$ cat config.mk
export PLATFORM = sky130hd
export DESIGN_NAME = sram_port_ctrl_flat
export DESIGN_NICKNAME = d
export VERILOG_FILES = /design/src/rtl/sram_port_ctrl_if.sv /design/src/rtl/sram_port_ctrl.sv /design/src/flat_wrapper.sv
export SDC_FILE = /design/constraint.sdc
export NUM_CORES = 1
export LEC_CHECK = 0
export ABC_AREA = 1
export CORE_AREA = 2 2 109 111
export DETAILED_ROUTE_END_ITERATION = 7
export DIE_AREA = 0 0 111 113
export PLACE_DENSITY = 0.87
export SLEW_MARGIN = 20
export SYNTH_ARGS = -nofsm -noshare
export SYNTH_HDL_FRONTEND = slang
export SYNTH_SLANG_ARGS = --single-unit
$ cat constraint.sdc
create_clock -name clk -period 9.55 [get_ports clk]
set_input_delay 1.91 -clock clk [delete_from_list [all_inputs] [get_ports clk]]
set_output_delay 1.91 -clock clk [all_outputs]
set_load 0.1 [all_outputs]
$ cat src/rtl/sram_port_ctrl_if.sv
// Client-side request/response streams of sram_port_ctrl.
// master = datapath client, slave = the controller.
interface sram_port_ctrl_if #(
    parameter int BITS       = 39,
    parameter int ADDR_WIDTH = 11
);
    logic                  req_valid;
    logic                  req_ready;
    logic                  req_we;
    logic [ADDR_WIDTH-1:0] req_addr;
    logic [BITS-1:0]       req_wdata;
    logic [BITS-1:0]       req_wmask;
    logic                  rsp_valid;
    logic                  rsp_ready;
    logic [BITS-1:0]       rsp_rdata;

    modport master (
        output req_valid, req_we, req_addr, req_wdata, req_wmask, rsp_ready,
        input  req_ready, rsp_valid, rsp_rdata
    );

    modport slave (
        input  req_valid, req_we, req_addr, req_wdata, req_wmask, rsp_ready,
        output req_ready, rsp_valid, rsp_rdata
    );
endinterface

$ cat src/rtl/sram_port_ctrl.sv
// Initiator-side port controller for one single-port fakeram macro.
// Turns a valid/ready request stream into legal SRAM cycles, returns read
// data in order through a small response FIFO, and optionally zero-fills
// the array after reset.
module sram_port_ctrl #(
    parameter int BITS          = 39,
    parameter int WORD_DEPTH    = 2048,
    parameter int ADDR_WIDTH    = 11,
    parameter int RSP_DEPTH     = 2,
    parameter bit INIT_ON_RESET = 1'b1
) (
    input  logic                  clk,
    input  logic                  rst,
    sram_port_ctrl_if.slave       bus,
    output logic                  init_done,
    output logic                  sram_ce,
    output logic                  sram_we,
    output logic [ADDR_WIDTH-1:0] sram_addr,
    output logic [BITS-1:0]       sram_wd,
    output logic [BITS-1:0]       sram_wmask,
    input  logic [BITS-1:0]       sram_rd
);
    localparam int CNT_W = $clog2(RSP_DEPTH + 1);
    localparam int PTR_W = $clog2(RSP_DEPTH);

    localparam logic [ADDR_WIDTH:0] LAST_ADDR = (ADDR_WIDTH + 1)'(WORD_DEPTH - 1);
    localparam logic [CNT_W:0]      OCC_LIM   = (CNT_W + 1)'(RSP_DEPTH);
    localparam logic [PTR_W-1:0]    PTR_LAST  = PTR_W'(RSP_DEPTH - 1);

    typedef enum logic {ST_INIT, ST_RUN} state_t;

    state_t                r_state;
    state_t                w_state_next;
    // One bit wider than the address so the last address compares cleanly.
    logic [ADDR_WIDTH:0]   r_init_cnt;
    logic                  r_inflight;
    logic [BITS-1:0]       r_fifo [RSP_DEPTH];
    logic [PTR_W-1:0]      r_wr_ptr;
    logic [PTR_W-1:0]      r_rd_ptr;
    logic [CNT_W-1:0]      r_count;

    logic                  w_rsp_valid;
    logic                  w_pop;
    logic                  w_req_ready;
    logic [CNT_W:0]        w_occ;
    logic                  w_ce;
    logic                  w_we;
    logic [ADDR_WIDTH-1:0] w_addr;
    logic [BITS-1:0]       w_wd;
    logic [BITS-1:0]       w_wmask;

    // Occupancy seen by the request side: stored entries plus the read whose
    // data lands next cycle, minus the entry leaving this cycle.
    assign w_rsp_valid = (r_count != '0);
    assign w_pop       = w_rsp_valid & bus.rsp_ready;
    assign w_occ       = {1'b0, r_count}
                       + {{CNT_W{1'b0}}, r_inflight}
                       - {{CNT_W{1'b0}}, w_pop};

    // State register; reset picks the sweep or goes straight to service.
    always_ff @(posedge clk) begin
        // NOTE: clocked state uses non-blocking assignments so every register
        // samples pre-edge values regardless of block ordering.
        if (rst) begin
            r_state <= INIT_ON_RESET ? ST_INIT : ST_RUN;
        end else begin
            r_state <= w_state_next;
        end
    end

    // Next state, request acceptance and SRAM pin drive.
    always_comb begin
        // NOTE: every output gets a default first so no path infers a latch;
        // the zero defaults also keep the macro pins free of X when idle.
        w_state_next = r_state;
        w_req_ready  = 1'b0;
        w_ce         = 1'b0;
        w_we         = 1'b0;
        w_addr       = '0;
        w_wd         = '0;
        w_wmask      = '0;
        if (!rst) begin
            case (r_state)
                ST_INIT: begin
                    w_ce    = 1'b1;
                    w_we    = 1'b1;
                    w_addr  = r_init_cnt[ADDR_WIDTH-1:0];
                    w_wmask = '1;
                    if (r_init_cnt == LAST_ADDR) begin
                        w_state_next = ST_RUN;
                    end
                end
                ST_RUN: begin
                    w_req_ready = (w_occ < OCC_LIM);
                    if (bus.req_valid && w_req_ready) begin
                        w_ce    = 1'b1;
                        w_we    = bus.req_we;
                        w_addr  = bus.req_addr;
                        w_wd    = bus.req_wdata;
                        w_wmask = bus.req_wmask;
                    end
                end
                default: w_state_next = ST_RUN;
            endcase
        end
    end

    // Sweep counter, read-in-flight flag and FIFO bookkeeping.
    always_ff @(posedge clk) begin
        if (rst) begin
            r_init_cnt <= '0;
            r_inflight <= 1'b0;
            r_count    <= '0;
            r_wr_ptr   <= '0;
            r_rd_ptr   <= '0;
        end else begin
            if (r_state == ST_INIT) begin
                r_init_cnt <= r_init_cnt + (ADDR_WIDTH + 1)'(1);
            end
            r_inflight <= w_ce & ~w_we;
            if (r_inflight) begin
                r_wr_ptr <= (r_wr_ptr == PTR_LAST) ? '0 : r_wr_ptr + PTR_W'(1);
            end
            if (w_pop) begin
                r_rd_ptr <= (r_rd_ptr == PTR_LAST) ? '0 : r_rd_ptr + PTR_W'(1);
            end
            r_count <= r_count + CNT_W'(r_inflight) - CNT_W'(w_pop);
        end
    end

    // Capture macro read data the cycle after a read was issued.
    always_ff @(posedge clk) begin
        // NOTE: the FIFO storage has no reset; validity comes from r_count,
        // so clearing the data words would only add reset fan-out.
        if (!rst && r_inflight) begin
            r_fifo[r_wr_ptr] <= sram_rd;
        end
    end

    assign bus.req_ready = w_req_ready;
    assign bus.rsp_valid = w_rsp_valid;
    assign bus.rsp_rdata = r_fifo[r_rd_ptr];
    assign init_done     = (r_state == ST_RUN);
    assign sram_ce       = w_ce;
    assign sram_we       = w_we;
    assign sram_addr     = w_addr;
    assign sram_wd       = w_wd;
    assign sram_wmask    = w_wmask;
endmodule
$ cat src/flat_wrapper.sv
// flat-port wrapper written by rule: the top's interface ports become plain ports
module sram_port_ctrl_flat 
#(
    parameter int BITS          = 39,
    parameter int WORD_DEPTH    = 2048,
    parameter int ADDR_WIDTH    = 11,
    parameter int RSP_DEPTH     = 2,
    parameter bit INIT_ON_RESET = 1'b1
)
  (clk, rst, init_done, sram_ce, sram_we, sram_addr, sram_wd, sram_wmask, sram_rd, bus_req_valid, bus_req_we, bus_req_addr, bus_req_wdata, bus_req_wmask, bus_rsp_ready, bus_req_ready, bus_rsp_valid, bus_rsp_rdata);
  sram_port_ctrl_if #(.BITS(BITS), .ADDR_WIDTH(ADDR_WIDTH)) bus_i ();
  input  logic clk;
  input  logic rst;
  output logic init_done;
  output logic sram_ce;
  output logic sram_we;
  output logic [ADDR_WIDTH-1:0] sram_addr;
  output logic [BITS-1:0] sram_wd;
  output logic [BITS-1:0] sram_wmask;
  input  logic [BITS-1:0] sram_rd;
  input wire logic [$bits(bus_i.req_valid)-1:0] bus_req_valid;
  input wire logic [$bits(bus_i.req_we)-1:0] bus_req_we;
  input wire logic [$bits(bus_i.req_addr)-1:0] bus_req_addr;
  input wire logic [$bits(bus_i.req_wdata)-1:0] bus_req_wdata;
  input wire logic [$bits(bus_i.req_wmask)-1:0] bus_req_wmask;
  input wire logic [$bits(bus_i.rsp_ready)-1:0] bus_rsp_ready;
  output wire logic [$bits(bus_i.req_ready)-1:0] bus_req_ready;
  output wire logic [$bits(bus_i.rsp_valid)-1:0] bus_rsp_valid;
  output wire logic [$bits(bus_i.rsp_rdata)-1:0] bus_rsp_rdata;
  assign bus_i.req_valid = bus_req_valid;
  assign bus_i.req_we = bus_req_we;
  assign bus_i.req_addr = bus_req_addr;
  assign bus_i.req_wdata = bus_req_wdata;
  assign bus_i.req_wmask = bus_req_wmask;
  assign bus_i.rsp_ready = bus_rsp_ready;
  assign bus_req_ready = bus_i.req_ready;
  assign bus_rsp_valid = bus_i.rsp_valid;
  assign bus_rsp_rdata = bus_i.rsp_rdata;
  sram_port_ctrl #(.BITS(BITS), .WORD_DEPTH(WORD_DEPTH), .ADDR_WIDTH(ADDR_WIDTH), .RSP_DEPTH(RSP_DEPTH), .INIT_ON_RESET(INIT_ON_RESET)) u_core (.clk(clk), .rst(rst), .bus(bus_i), .init_done(init_done), .sram_ce(sram_ce), .sram_we(sram_we), .sram_addr(sram_addr), .sram_wd(sram_wd), .sram_wmask(sram_wmask), .sram_rd(sram_rd));
endmodule
==> results of run 1 <==
[final timing paths]
check | to | depth (start not counted) | slack [ns]
min | register | 1 | 0.46
min reg2reg | register | 1 | 0.46
max | sram_wd[20] | 12 | 1.73
max reg2reg | u_core.r_inflight$_SDFF_PP0_ | 10 | 6.73
[power by group through the flow]
stage / clock network (mW) / logic, mW / registers [mW]
final: 0.325 / 0.585 / 0.491
after global routing: 0.352 / 0.606 / 0.494
after CTS: 0.332 / 0.588 / 0.492
after detailed placement: 0 / 0.587 / 0.502
after global placement: 0 / 0.580 / 0.501
after floorplan: 0 / 0.452 / 0.477
[synth_stat cells, types with 3 or more instances]
cell type  number
buf_2          10
o21ai_0        12
edfxtp_1       78
nand2_1        33
mux2_2         39
clkbuf_1        7
inv_1          64
buf_12          3
o21ai_1         3
nand4_1         5
a21oi_1        13
inv_2           6
nor2_2         30
dfxtp_1        19
nor2_1        117
nand3_1         8
ha_1            3
[sequential cells by signal, indices dropped and copies added (netlist names), named ones only]
register           count
u_core.r_init_cnt     12
u_core.r_fifo         78
u_core.r_inflight      1
u_core.init_done       1
u_core.r_rd_ptr        1
u_core.r_wr_ptr        1
u_core.r_count         2
[worst register-to-register path, delay by kind of cell (launching register included)]
kind	cells	cell delay (ns)
simple gates	4	1.15
compound gates	1	0.23
buf+inv	2	0.12
flops	1	0.34
fa+ha+maj	3	0.89
[cells by family (layout without fill, tap and decap cells)]
logic type | Yosys count | after routing
other | 0 | 2
AO/OA/AOI/OAI | 31 | 31
adder cells (fa/ha/maj) | 4 | 4
flip-flops | 97 | 97
buffers and inverters | 92 | 354
multiplexers | 39 | 39
AND/OR/NAND/NOR | 201 | 201
[placed cells by master, fill, tap and decap left out, types with 3 or more instances in the layout]
master	synthesis	routed
clkdlybuf4s50_1	0	265
nor2_1	117	116
edfxtp_1	78	78
inv_1	64	64
mux2_2	39	39
nand2_1	33	33
nor2_2	30	30
dfxtp_1	19	18
a21oi_1	13	13
o21ai_0	12	12
clkbuf_16	0	9
nand3_1	8	8
inv_2	6	6
nand4_1	5	5
o21ai_1	3	3
ha_1	3	3
clkinv_1	0	3
[area by class of cell]
| class | count | area share, % |
|---|---|---|
| flip-flops and latches | 97 | 35.4 |
| multi-input cells | 275 | 20.3 |
| well taps | 143 | 2.32 |
| inverters | 70 | 3.41 |
| repair buffers | 268 | 35.0 |
| diodes | 2 | 0.0650 |
| clock inverters | 7 | 0.585 |
| clock buffers | 9 | 2.93 |
[layer usage]
layer	part of all wire, %	vias to the layer above
li1	-	2005
met1	37	1909
met2	53	180
met3	8.3	26
met4	2.0	2
met5	0.093	-
==> results.sh, run 1 <==
export IMPL_rsz0062_at_grt="false"
export IMPL_critical_path_buf_inv_count=4
export IMPL_overflow=0
export IMPL_status="complete, no violations"
export IMPL_area_growth_pct=64.4
export IMPL_synth_top_cell_area_share_pct=50.0
export IMPL_dr_first_iter_drc_count=175
export IMPL_end_kind="primary output"
export IMPL_clock_latency_ns=0.34
export IMPL_antenna_found_initial=2
export IMPL_avgSynthCellArea_um2=10.1
export IMPL_grt_pass1_wl_um=20900
export IMPL_synthMuxAreaShare_pct=9.38
export IMPL_post_cts_buffers=0
export IMPL_worst_slack_ns=1.73
export IMPL_synth_warning_count=0
export IMPL_p_clk_share_pct=23.2
export IMPL_dpl_cell_area_um2=7400
export IMPL_multi_input_area_um2=1560
export IMPL_wl_per_cell_um=16.1
export IMPL_top_usage_layer="met2"
export IMPL_fmax_mhz=128
export IMPL_io_pins=266
export IMPL_yosys_area_top_type="edfxtp_1"
export IMPL_cp_required_ns=7.64
export IMPL_min_period_over_period_pct=81.9
export IMPL_pwr_share_seq_pct=35.0
export IMPL_wl_um=14000
export IMPL_hp_start="u_core.r_rd_ptr$_SDFFE_PP0P_"
export IMPL_seqCellArea_um2=2720
export IMPL_rr_startpoint="u_core.r_count[1]$_SDFF_PP0_"
export IMPL_crit_path_cell_trace="clkdlybuf4s50_1 > o21a_1 > ha_1 > inv_1 > ha_1 > fa_1 > inv_2 > nand3_2 > nor2_4 > nand3_2 > nor2_1 > clkdlybuf4s50_1"
export IMPL_p_switching_mw=0.582
export IMPL_htreeDepth=3
export IMPL_final_cells=871
export IMPL_slew_limit_headroom_pct=28.3
export IMPL_grt_use_met3_pct=7.87
export IMPL_p_int_mw=0.819
export IMPL_place_congestion=0.991
export IMPL_cts_sinks=97
export IMPL_cts_resized=0
export IMPL_syn_nets=601
export IMPL_cpPeakStageDelay_ns=1.20
export IMPL_vias=4122
export IMPL_p_total_mw=1.40
export IMPL_tightest_slew_ns=1.07
export IMPL_cts_buffers=9
export IMPL_grt_pass1_vias=4132
export IMPL_die_h_um=113
export IMPL_drv_cap=0
export IMPL_io_buffers=265
export IMPL_coreArea_um2=11300
export IMPL_clk_pin_slew_worst_paths_ns=0.06
export IMPL_peakVddDrop_uv=154
export IMPL_tns_ns=0
export IMPL_synth_distinct_cells=29
export IMPL_yosys_area_share_simple_pct=18.8
export IMPL_synthAdderAreaFrac_pct=1.23
export IMPL_synthCells=464
export IMPL_ys_seq_elements=97
export IMPL_synth_edf_count=78
export IMPL_async_flop_share_pct=0
export IMPL_via_per_inst=4.73
export IMPL_hold_buffers=0
export IMPL_skew_ns=0.00459
export IMPL_synth_ff_type="edfxtp_1"
export IMPL_p_leak_nw=3.00
export IMPL_final_cell_area_um2=7700
export IMPL_p_per_area_nw_per_um2=182
export IMPL_slew_viol_final=0
export IMPL_cts_root_buf="clkbuf_16"
export IMPL_dp_slack_ns=1.74
export IMPL_cp_max_fo=41
export IMPL_start_kind="input port"
export IMPL_cpLargestDelayFamily="buffers and inverters"
export IMPL_timing_hold_ws_ns=0.464
export IMPL_fill_cells=862
export IMPL_gr_usage_met2_pct=40.6
export IMPL_synth_top_family_by_area="simple AND/OR/NAND/NOR gates"
export IMPL_hold_violations=0
export IMPL_rows=39
export IMPL_drive_gt1_share_pct=13.8
export IMPL_grt_max_degree=60
export IMPL_dp_cells=852
export IMPL_fin_crit_ns=7.82
export IMPL_final_nets=858
export IMPL_drc_errors=0
export IMPL_start_util_pct=41.5
export IMPL_synthesis_area_um2=4680
export IMPL_final_util_pct=68.3
export IMPL_yosysSeqAreaShare_pct=58.1
export IMPL_yosys_top_cells_area="edfxtp_1 50%, mux2_2 9.4%, nor2_1 9.4%"
export IMPL_switching_share_pct=41.5
export IMPL_ant_nets=0
export IMPL_gr_usage_all_layers_pct=21.5
export IMPL_die_x_um=111
export IMPL_crit_start="bus_rsp_ready"
export IMPL_crit_type="in -> out"
export IMPL_arrival_ns=5.91
export IMPL_finalSetupViolations=0
export IMPL_tritoncts="done"
export IMPL_share_comb_of_total_power_pct=41.8
export IMPL_synth_xor_area_share_pct=0
export IMPL_hold_path_class="reg -> reg"
export IMPL_die_area_um2=12500
export IMPL_dp_hpwl_um=10900
export IMPL_clk_path_buf_depth=2
export IMPL_dr_pass1_iters=4
export IMPL_cpMaxStageDelayCell="clkdlybuf4s50_1"
export IMPL_gr_usage_met1_pct=22.6
export IMPL_synth_compound_area_share_pct=3.50
Power figures use the tool's default switching activity.
==> inputs of run 2 (changes only) <==
- CORE_AREA: 2 2 109 111 -> 2 2 113 115
- DIE_AREA: 0 0 111 113 -> 0 0 115 117
- PLACE_DENSITY: 0.87 -> 0.82
- clock period: 9.55 -> 7.5 ns (I/O delays scaled with it)
==> results.sh, run 2 (synthesized netlist as in run 1, its figures left out) <==
export IMPL_multi_input_area_um2=1560
export IMPL_ant_nets=0
export IMPL_mostFrequentLayoutCells="174 x clkdlybuf4s50_1, 116 x nor2_1, 93 x buf_4"
export IMPL_arrival_ns=4.74
export IMPL_gr_usage_met1_pct=21.0
export IMPL_tightest_slew_ns=1.00
export IMPL_finalSetupViolations=0
export IMPL_pwr_share_seq_pct=34.7
export IMPL_min_period_over_period_pct=83.2
export IMPL_p_leak_nw=3.15
export IMPL_top_usage_layer="met2"
export IMPL_die_area_um2=13500
export IMPL_die_x_um=115
export IMPL_peakVddDrop_uv=124
export IMPL_grt_max_degree=60
export IMPL_rows=41
export IMPL_area_growth_pct=60.0
export IMPL_dr_pass1_iters=4
export IMPL_post_cts_buffers=0
export IMPL_io_pins=266
export IMPL_hold_violations=0
export IMPL_share_comb_of_total_power_pct=41.1
export IMPL_fmax_mhz=160
export IMPL_crit_type="in -> out"
export IMPL_p_switching_mw=0.757
export IMPL_skew_ns=0.00498
export IMPL_p_clk_share_pct=24.2
export IMPL_gr_usage_met2_pct=31.4
export IMPL_cts_sinks=97
export IMPL_dpl_cell_area_um2=7200
export IMPL_start_util_pct=38.0
export IMPL_drive_gt1_share_pct=26.7
export IMPL_io_buffers=265
export IMPL_seqCellArea_um2=2720
export IMPL_start_kind="input port"
export IMPL_die_h_um=117
export IMPL_drc_errors=0
export IMPL_fill_cells=968
export IMPL_dp_hpwl_um=9240
export IMPL_largest_reg_flops=78
export IMPL_final_cell_area_um2=7490
export IMPL_grt_pass1_wl_um=18700
export IMPL_cts_resized=0
export IMPL_fin_crit_ns=6.24
export IMPL_switching_share_pct=42.0
export IMPL_tritoncts="done"
export IMPL_wl_um=12300
export IMPL_place_congestion=0.810
export IMPL_overflow=0
export IMPL_antenna_found_initial=0
export IMPL_gr_usage_all_layers_pct=17.8
export IMPL_cts_buffers=9
export IMPL_largest_register="u_core.r_fifo"
export IMPL_clock_latency_ns=0.34
export IMPL_p_int_mw=1.05
export IMPL_coreArea_um2=12300
export IMPL_htreeDepth=3
export IMPL_grt_use_met3_pct=4.84
export IMPL_hold_path_class="reg -> reg"
export IMPL_slew_limit_headroom_pct=32.8
export IMPL_status="complete, no violations"
export IMPL_via_per_inst=4.61
export IMPL_clk_pin_slew_worst_paths_ns=0.07
export IMPL_p_per_area_nw_per_um2=241
export IMPL_hold_buffers=0
export IMPL_reg_top3="u_core.r_fifo x78, u_core.r_init_cnt x12, u_core.r_count x2"
export IMPL_drv_cap=0
export IMPL_clk_path_buf_depth=2
export IMPL_rsz0062_at_grt="false"
export IMPL_n_antenna_cell=0
export IMPL_cts_root_buf="clkbuf_16"
export IMPL_grt_pass1_vias=3930
export IMPL_wl_per_cell_um=14.0
export IMPL_slew_viol_final=0
export IMPL_tns_ns=0
export IMPL_cp_required_ns=6.00
export IMPL_final_common_cell="clkdlybuf4s50_1"
export IMPL_cp_max_fo=41
export IMPL_dr_first_iter_drc_count=179
export IMPL_vias=4037
export IMPL_final_nets=858
export IMPL_end_kind="primary output"
run 2: routing by layer:
metal	wire, um	up-vias	share of wire (%)
met1	4910	1846	40
li1	-	2004	-
met4	178	0	1.4
met2	6250	174	51
met3	963	13	7.8
met5	0	-	0
run 2: final timing paths:
path,start,end,slack (ns),cells after the start
worst max-delay path,bus_rsp_ready,sram_wd[34],1.26,12
worst min-delay path,u_core.r_rd_ptr$_SDFFE_PP0P_,register,0.46,1
worst max register to register,u_core.r_count[1]$_SDFF_PP0_,u_core.r_inflight$_SDFF_PP0_,4.61,10
worst min register to register,u_core.r_rd_ptr$_SDFFE_PP0P_,register,0.46,1
run 2: area by class of cell:
cell class                      count  area share (%)
Clock buffer                        9            3.01
Inverter                           70            3.51
Tap cell                          150            2.50
Timing Repair Buffer              268            32.9
Multi-Input combinational cell    275            20.9
Clock inverter                      7           0.852
Sequential cell                    97            36.3
run 2: stage by stage:
| step | total power, mW | setup slack, ns | hold WS (ns) | utilization (%) | cells |
|---|---|---|---|---|---|
| after floorplan | 1.18 | 1.26 | 0.425 | - | 464 |
| after global placement | 1.37 | 1.36 | 0.432 | 58.3 | 859 |
| after detailed placement | 1.38 | 1.18 | 0.449 | 58.5 | 860 |
| after CTS | 1.83 | 1.19 | 0.458 | 60.9 | 876 |
| after global routing | 1.87 | 0.983 | 0.488 | 60.9 | 876 |
| final | 1.80 | 1.26 | 0.464 | 60.9 | 876 |
run 2: power groups by stage:
stage / clock, mW / combinational [mW] / sequential [mW]
2_1_floorplan: 0 / 0.575 / 0.607
3_3_place_gp: 0 / 0.736 / 0.638
6_report: 0.437 / 0.741 / 0.625
5_1_grt: 0.471 / 0.769 / 0.630
4_1_cts: 0.452 / 0.747 / 0.627
3_5_place_dp: 0 / 0.745 / 0.640
run 2: worst max-delay path: stages:
cell and delay, ns:
clkdlybuf4s50_1 0.46, o21a_1 0.18, ha_1 0.25, inv_1 0.06, ha_1 0.15, fa_1 0.42, inv_2 0.07, nand3_2 0.10
nor2_4 0.22, nand3_2 0.61, nor2_1 0.35, buf_4 0.34
==> inputs of run 3 (changes only) <==
- clock period: 7.5 -> 6.05 ns (I/O delays scaled with it)
==> results.sh, run 3 (synthesized netlist as in run 1, its figures left out) <==
export IMPL_p_leak_nw=3.26
export IMPL_share_comb_of_total_power_pct=41.3
export IMPL_p_switching_mw=0.930
export IMPL_cts_resized=0
export IMPL_start_kind="input port"
export IMPL_vias=4106
export IMPL_tns_ns=0
export IMPL_fill_cells=951
export IMPL_slew_limit_headroom_pct=30.9
export IMPL_io_buffers=265
export IMPL_fmax_mhz=191
export IMPL_dp_cells=861
export IMPL_drive_gt1_share_pct=26.8
export IMPL_tightest_slew_ns=1.03
export IMPL_die_area_um2=13500
export IMPL_end_kind="primary output"
export IMPL_wl_per_cell_um=15.1
export IMPL_area_growth_pct=70.7
export IMPL_drc_errors=0
export IMPL_final_cells=877
export IMPL_ant_nets=0
export IMPL_die_x_um=115
export IMPL_seqCellArea_um2=2720
export IMPL_grt_pass1_vias=4140
export IMPL_reg2reg_to="u_core.r_inflight$_SDFF_PP0_"
export IMPL_dp_hpwl_um=10200
export IMPL_largest_register="u_core.r_fifo"
export IMPL_rows=41
export IMPL_cts_root_buf="clkbuf_16"
export IMPL_final_nets=859
export IMPL_final_cell_area_um2=7990
export IMPL_tritoncts="done"
export IMPL_rr_startpoint="u_core.r_count[1]$_SDFF_PP0_"
export IMPL_cp_required_ns=4.84
export IMPL_p_int_mw=1.30
export IMPL_cp_max_fo=47
export IMPL_multi_input_area_um2=1560
export IMPL_start_util_pct=38.0
export IMPL_switching_share_pct=41.8
export IMPL_min_path_cells=1
export IMPL_final_common_cell="clkdlybuf4s50_1"
export IMPL_die_h_um=117
export IMPL_antenna_found_initial=0
export IMPL_hold_violations=0
export IMPL_fin_crit_ns=5.23
export IMPL_post_cts_buffers=0
export IMPL_p_per_area_nw_per_um2=279
export IMPL_dr_pass1_iters=6
export IMPL_via_per_inst=4.68
export IMPL_n_antenna_cell=0
export IMPL_r2r_setup_slack_ns=3.57
export IMPL_skew_ns=0.00997
export IMPL_slew_viol_final=0
export IMPL_drv_cap=0
export IMPL_mostFrequentLayoutCells="173 x clkdlybuf4s50_1, 116 x nor2_1, 78 x edfxtp_1"
export IMPL_peakVddDrop_uv=120
export IMPL_grt_max_degree=60
export IMPL_io_pins=266
export IMPL_dpl_cell_area_um2=7710
export IMPL_overflow=0
export IMPL_hp_start="u_core.r_rd_ptr$_SDFFE_PP0P_"
export IMPL_cts_sinks=97
export IMPL_clk_path_buf_depth=2
export IMPL_coreArea_um2=12300
export IMPL_cts_buffers=9
export IMPL_rr_worst_depth=11
export IMPL_arrival_ns=4.02
export IMPL_largest_reg_flops=78
export IMPL_dr_first_iter_drc_count=295
export IMPL_hold_path_class="reg -> reg"
export IMPL_hold_buffers=0
export IMPL_crit_type="in -> out"
export IMPL_reg_top3="u_core.r_fifo x78, u_core.r_init_cnt x12, u_core.r_count x2"
export IMPL_place_congestion=0.832
export IMPL_finalSetupViolations=0
export IMPL_p_clk_share_pct=23.8
export IMPL_gr_usage_all_layers_pct=19.3
export IMPL_clk_pin_slew_worst_paths_ns=0.07
export IMPL_clock_latency_ns=0.34
export IMPL_grt_pass1_wl_um=20200
export IMPL_wl_um=13300
export IMPL_status="complete, no violations"
export IMPL_crit_start="bus_rsp_ready"
export IMPL_min_period_over_period_pct=86.4
export IMPL_pwr_share_seq_pct=34.8
export IMPL_rsz0062_at_grt="false"
export IMPL_htreeDepth=3
-- run 3: power by group through the flow --
stage / sequential (mW) / combinational [mW] / clock [mW]
after global placement: 0.791 / 0.907 / 0
final: 0.776 / 0.920 / 0.530
after detailed placement: 0.793 / 0.922 / 0
after floorplan: 0.753 / 0.713 / 0
after CTS: 0.778 / 0.925 / 0.545
after global routing: 0.781 / 0.952 / 0.573
-- run 3: worst max-delay path, cell delays in order --
cell and delay, ns:
clkdlybuf4s50_1 0.46, o21a_1 0.17, ha_1 0.24, inv_1 0.06, ha_1 0.16, fa_1 0.44
inv_2 0.08, nand3_2 0.10, nor2_4 0.19, o21ai_4 0.06, buf_4 0.34, nor2_1 0.18
buf_4 0.31
-- run 3: final cells by class --
type	count	share of cell area (%)
Timing Repair Buffer	269	37.3
Multi-Input combinational cell	275	19.5
Inverter	70	3.29
Clock inverter	6	0.626
Tap cell	150	2.35
Clock buffer	10	2.86
Sequential cell	97	34.1
-- run 3: metrics by stage --
stage	hold slack, ns	setup WS, ns	utilization, %	power (mW)
2_1_floorplan	0.425	0.387	-	1.47
6_report	0.460	0.822	64.9	2.23
5_1_grt	0.477	0.633	64.9	2.31
3_3_place_gp	0.429	0.923	62.5	1.70
4_1_cts	0.455	0.833	64.9	2.25
3_5_place_dp	0.443	0.844	62.7	1.71
-- run 3: worst max-delay path by stage --
stage,end,slack (ns)
floorplan,bus_req_ready,0.39
global placement,sram_wmask[2],0.92
detailed placement,sram_wmask[11],0.84
CTS,sram_we,0.83
global route,sram_we,0.63
finish,sram_wmask[6],0.82
-- run 3: routing by layer --
metal | wire (um) | part of all wire (%) | up-vias | track usage [%]
met5 | 0 | 0 | - | 0
met4 | 237 | 1.8 | 0 | 6.51
met3 | 1040 | 7.8 | 14 | 5.61
met2 | 6840 | 52 | 176 | 34.5
met1 | 5140 | 39 | 1909 | 22.3
li1 | - | - | 2007 | -
